$ cat config.mk
export PLATFORM = sky130hd
export DESIGN_NAME = fence_unit
export DESIGN_NICKNAME = d
export VERILOG_FILES = /design/src/rtl/fence_unit.sv
export SDC_FILE = /design/constraint.sdc
export NUM_CORES = 1
export LEC_CHECK = 0
export CORE_MARGIN = 3
export CORE_UTILIZATION = 38
export DETAILED_ROUTE_END_ITERATION = 12
export PLACE_DENSITY = 0.75
export SLEW_MARGIN = 30
export SYNTH_ARGS = -nofsm -noshare
export SYNTH_HDL_FRONTEND = slang
export SYNTH_SLANG_ARGS = --single-unit
$ cat constraint.sdc
create_clock -name clk -period 2.8 [get_ports clk]
set_input_delay 0.56 -clock clk [delete_from_list [all_inputs] [get_ports clk]]
set_output_delay 0.56 -clock clk [all_outputs]
set_load 0.03 [all_outputs]
$ cat src/rtl/fence_unit.sv
// fence_unit: memory-ordering fence. Tracks in-flight data-memory requests,
// stalls fetch on a fence until traffic drains, then pulses a redirect to the
// successor PC.
// Optional feature: define FENCE_TIMEOUT_EN to bound the drain wait to
// TIMEOUT_CYCLES cycles; without it the drain waits indefinitely and
// timeout_err is tied to 0.
module fence_unit #(
    parameter int MAX_OUTSTANDING = 8,
    parameter int TIMEOUT_CYCLES  = 1024,
    localparam int CW = $clog2(MAX_OUTSTANDING + 1)
) (
    input  logic          clk,
    input  logic          reset,        // asynchronous, active-low
    input  logic          fence,
    input  logic [31:0]   predecessor,
    input  logic [31:0]   successor,
    input  logic          mem_issue,
    input  logic          mem_resp,
    output logic          stall,
    output logic          redirect,
    output logic [31:0]   redirect_pc,
    output logic [31:0]   fence_pc,
    output logic [CW-1:0] outstanding,
    output logic          count_err,
    output logic          timeout_err
);

    typedef enum logic [1:0] {
        IDLE   = 2'd0,
        DRAIN  = 2'd1,
        RESUME = 2'd2
    } state_t;

    localparam logic [CW-1:0] CNT_MAX = CW'(MAX_OUTSTANDING);

    state_t        state_q, state_d;
    logic          fence_q, fence_d;
    logic [CW-1:0] cnt_q, cnt_d;
    logic [31:0]   fence_pc_q, fence_pc_d;
    logic [31:0]   redirect_pc_q, redirect_pc_d;
    logic          count_err_q, count_err_d;

    logic [CW-1:0] cnt_next;
    logic          cnt_fault;
    logic          fence_start;

`ifdef FENCE_TIMEOUT_EN
    localparam int TW = $clog2(TIMEOUT_CYCLES + 1);
    localparam logic [TW-1:0] TMO_LAST = TW'(TIMEOUT_CYCLES - 1);

    logic [TW-1:0] tmo_q, tmo_d;
    logic          timeout_err_q, timeout_err_d;
    logic          tmo_hit;
`else
    logic          unused_timeout_cfg;
    assign unused_timeout_cfg = ^TIMEOUT_CYCLES;
`endif

    // Gated by reset so stall reads 0 while reset is held, even with fence high.
    assign fence_start = reset & fence & ~fence_q & (state_q == IDLE);

    // Saturating in-flight counter; faults flag overflow and underflow.
    always_comb begin
        cnt_next  = cnt_q;
        cnt_fault = 1'b0;
        unique case ({mem_issue, mem_resp})
            2'b10: begin
                if (cnt_q == CNT_MAX) cnt_fault = 1'b1;
                else                  cnt_next  = cnt_q + 1'b1;
            end
            2'b01: begin
                if (cnt_q == '0) cnt_fault = 1'b1;
                else             cnt_next  = cnt_q - 1'b1;
            end
            default: cnt_next = cnt_q;
        endcase
    end

`ifdef FENCE_TIMEOUT_EN
    // Drain-cycle counter: zero outside DRAIN, so it restarts on every entry.
    always_comb begin
        tmo_d   = (state_q == DRAIN) ? tmo_q + 1'b1 : '0;
        tmo_hit = (state_q == DRAIN) && (tmo_q == TMO_LAST) && (cnt_next != '0);
    end
`endif

    // Next-state logic, PC capture and sticky error accumulation.
    always_comb begin
        state_d       = state_q;
        fence_d       = fence;
        cnt_d         = cnt_next;
        fence_pc_d    = fence_pc_q;
        redirect_pc_d = redirect_pc_q;
        count_err_d   = count_err_q | cnt_fault;
`ifdef FENCE_TIMEOUT_EN
        timeout_err_d = timeout_err_q;
`endif
        unique case (state_q)
            IDLE: begin
                if (fence_start) begin
                    fence_pc_d    = predecessor;
                    redirect_pc_d = successor;
                    state_d       = DRAIN;
                end
            end
            DRAIN: begin
                if (cnt_next == '0) begin
                    state_d = RESUME;
                end
`ifdef FENCE_TIMEOUT_EN
                else if (tmo_hit) begin
                    // Give up on the lost responses and resync the counter.
                    state_d       = RESUME;
                    timeout_err_d = 1'b1;
                    cnt_d         = '0;
                end
`endif
            end
            RESUME: state_d = IDLE;
            default: state_d = IDLE;
        endcase
    end

    // State registers; everything clears asynchronously on reset.
    always_ff @(posedge clk or negedge reset) begin
        if (!reset) begin
            state_q       <= IDLE;
            fence_q       <= 1'b0;
            cnt_q         <= '0;
            fence_pc_q    <= '0;
            redirect_pc_q <= '0;
            count_err_q   <= 1'b0;
        end else begin
            state_q       <= state_d;
            fence_q       <= fence_d;
            cnt_q         <= cnt_d;
            fence_pc_q    <= fence_pc_d;
            redirect_pc_q <= redirect_pc_d;
            count_err_q   <= count_err_d;
        end
    end

`ifdef FENCE_TIMEOUT_EN
    // Timeout counter and sticky timeout flag.
    always_ff @(posedge clk or negedge reset) begin
        if (!reset) begin
            tmo_q         <= '0;
            timeout_err_q <= 1'b0;
        end else begin
            tmo_q         <= tmo_d;
            timeout_err_q <= timeout_err_d;
        end
    end

    assign timeout_err = timeout_err_q;
`else
    assign timeout_err = 1'b0;
`endif

    assign stall       = fence_start | (state_q != IDLE);
    assign redirect    = (state_q == RESUME);
    assign redirect_pc = redirect_pc_q;
    assign fence_pc    = fence_pc_q;
    assign outstanding = cnt_q;
    assign count_err   = count_err_q;

endmodule

==> flow_summary_export.csv <==
group,metric,value,unit
outcome,status,"completed",
clock_tree,clockBufferDepth,2,
synth,synth-edff-count,0,
setup_path,crit_required,3.06,ns
clock_tree,cts-root-buf,"clkbuf_8",
die,fp.dieH,94.4,um
pwr,p_leak,1.97,nW
synth,yosys_warnings,0,
layout,layout-drive-gt1-share,0.241,
timing,hold_viol,0,
layout,n_antenna_cell,0,
timing,skew,0.00662,ns
clock_tree,post_cts_resized,0,
timing,setup_tns,0,ns
drt,drt_wl_total,6830,um
clock_tree,cts_tree,"yes",
setup_path,ff2ff_setup_slack,0.65,ns
synth,synth_seq_cells,72,
drt,drc,0,
synth,avgSynthCellArea,14.6,um2
setup_path,crit_family,"simple AND/OR/NAND/NOR gates",
setup_path,worstSetupPathType,"primary input to register",
clock_tree,hold_buffers,0,
setup_path,cp.arrival,2.68,ns
drt,vias_per_cell,4.77,
synth,synth_ff_type,"dfrtp_1",
synth,synth_nets,277,
setup_path,path_max_fanout,7,
timing,max_freq,412,MHz
layout,fin_nets,421,
setup_path,reg2reg_to,"state_q[1]$_DFFE_PN0P_",
pwr,p_int,3.18,mW
setup_path,critPathLaunchType,"primary input",
layout,final_common_cell,"clkdlybuf4s50_1",
clock_tree,cts_buffers,9,
die,core,7410,um2
synth,synth_cell_types,37,
setup_path,critPathCapture,"state_q[1]$_DFFE_PN0P_",
clock_tree,cts_max_level,3,
layout,final_cell_mix,"clkdlybuf4s50_1 (137), dfrtp_1 (72), mux2_2 (59)",
placed_design,placedInstanceArea,4470,um2
layout,final_util,0.631,
layout,fill_cells,583,
timing,slew_violations,0,
setup_path,path_cells,"clkdlybuf4s50_1 > inv_1 > ha_1 > nor2b_1 > and3b_1 > or4_4 > a2111oi_4 > nor2b_1",
die,die_w,94.4,um
clock_tree,cts.clk_slew.worst_paths,0.07,ns
grt,grt_use_total,0.156,
timing,fin_crit,2.43,ns
grt,grt_start_max_net_pins,73,
synth,netlist_top_cells_area,"dfrtp_1 (61%), mux2_2 (22%), mux2_1 (1.9%)",
placed_design,place.gp.congestion,0.851,
die,rows,31,
placed_design,numPortBuffers,139,
timing,rsz0062_at_grt,"false",
timing,fin_crit_sh,0.866,
clock_tree,numClockSinks,72,
pwr,p_comb_frac,0.516,
placed_design,placedCellCount,436,
synth,synthArstFlopShare,1.00,
clock_tree,postCtsSetupRepairBufs,0,
die,ios,141,
layout,syn_to_final_growth,57.2,%
layout,fin_cells,451,
pwr,switching_share,0.388,
clock_tree,clk-insertion-delay-late,0.33,ns
synth,synth_cells,204,
timing,finalSetupViolCount,0,
setup_path,critPathMostFrequentCell,"nor2b_1",
setup_path,crit_slowest_cell,"clkdlybuf4s50_1",
pwr,p_per_area,1110,nW/um2
synth,ys_seq_area_frac,0.606,
setup_path,startpoint,"mem_issue",
layout,fin_area,4670,um2
drt,drtPass1Iterations,4,
drt,ant_nets,0,
setup_path,reg2reg_depth,7,
pwr,ir_worst_vdd,500,uV
grt,first_global_vias,2205,
setup_path,worst-path-stages,8,
die,die_area,8920,um2
worst_hold_path,min_path_type,"primary input to async pin",
timing,slew_headroom,0.578,
placed_design,dp_worst_setup_slack,0.0653,ns
synth,synth_top_area_share,0.606,
setup_path,r2r_start,"outstanding[0]$_DFF_PN0_",
synth,synth_area,2970,um2
timing,worst_pin_slew,0.633,ns
pwr,p_clk_frac,0.154,
layout,register_area,1800,um2
synth,yosysTopAreaCell,"dfrtp_1",
grt,grt_antenna_before_repair,0,
setup_path,end_kind,"register",
pwr,seqPwrFrac,0.330,
drt,drt_iter0_markers,25,
job,drv_cap,0,
grt,gr-total-overflow,0,
drt,vias,2150,
pwr,p_switching,2.02,mW
die,start_util,0.401,
placed_design,place_hpwl,5010,um
timing,layout_setup_ws,0.375,ns
setup_path,cp_num_buf_inv,2,
setup_path,max_stage_delay,0.48,ns
grt,grt_pass1_wl,10800,um
drt,wl_per_cell,15.1,um
layout,multiInputGateArea,1100,um2
==> worst min-delay path by stage <==
stage | start | to
after floorplan | reset | count_err$_DFF_PN0_
after global placement | count_err$_DFF_PN0_ | count_err$_DFF_PN0_
after detailed placement | count_err$_DFF_PN0_ | count_err$_DFF_PN0_
after CTS | reset | fence_pc[7]$_DFFE_PN0P_
after global routing | reset | redirect_pc[21]$_DFFE_PN0P_
final | reset | state_q[0]$_DFFE_PN0P_
==> cell usage after synthesis, types with 2 or more instances <==
library cell,count
nand2_1,4
clkbuf_1,4
nor2_1,4
inv_1,5
mux2_2,59
nor2b_1,7
dfrtp_1,72
mux2_1,5
buf_2,4
o21ai_0,3
or3_1,2
a21oi_1,4
ha_1,4
nand2b_1,4
==> worst reg2reg max path, cell delays in order (launching register included) <==
cell,delay (ns)
dfrtp_1,0.48
inv_1,0.11
ha_1,0.26
or4b_1,0.45
a21oi_1,0.15
a221oi_1,0.11
a2111oi_4,0.33
nor2b_1,0.19
==> kinds of logic after synthesis <==
family	Yosys count	synth area share
flip-flops	72	0.606
multiplexers	64	0.243
AND/OR/NAND/NOR	31	0.0644
AO/OA/AOI/OAI	17	0.0442
buffers and inverters	15	0.0244
adder cells (fa/ha/maj)	4	0.0168
other	1	0.00126
==> metal layers <==
layer  up-vias  share of wire  global-route usage
met5         -              0                   0
met4         0          0.018              0.0662
met3        11          0.089              0.0526
met2        84           0.50               0.265
met1      1048           0.39               0.180
li1       1007              -                   -
==> power groups by stage <==
stage | logic (mW) | registers, mW | clock network, mW
6_report | 2.68 | 1.72 | 0.801
5_1_grt | 2.81 | 1.78 | 0.883
4_1_cts | 2.71 | 1.72 | 0.836
3_5_place_dp | 2.70 | 1.74 | 0
3_3_place_gp | 2.68 | 1.72 | 0
2_1_floorplan | 0.616 | 2.63 | 0
==> state kept, by name, summed over array words and instances, names as in the netlist <==
register,flops
count_err,1
state_q,2
outstanding,4
fence_q,1
redirect_pc,32
fence_pc,32
==> final cells by class <==
class                   instances  share of cell area
flip-flops and latches         72               0.386
repair buffers                143               0.307
multi-input cells             117               0.235
clock buffers                  10              0.0295
well taps                      99              0.0265
clock inverters                 5              0.0123
inverters                       5             0.00402
==> per-stage QoR <==
stage,hold WS (ns),power [mW]
final,0.346,5.20
after global routing,0.390,5.48
after CTS,0.481,5.27
after detailed placement,0.464,4.45
after global placement,0.460,4.39
after floorplan,0.264,3.24
Power figures use the tool's default switching activity.
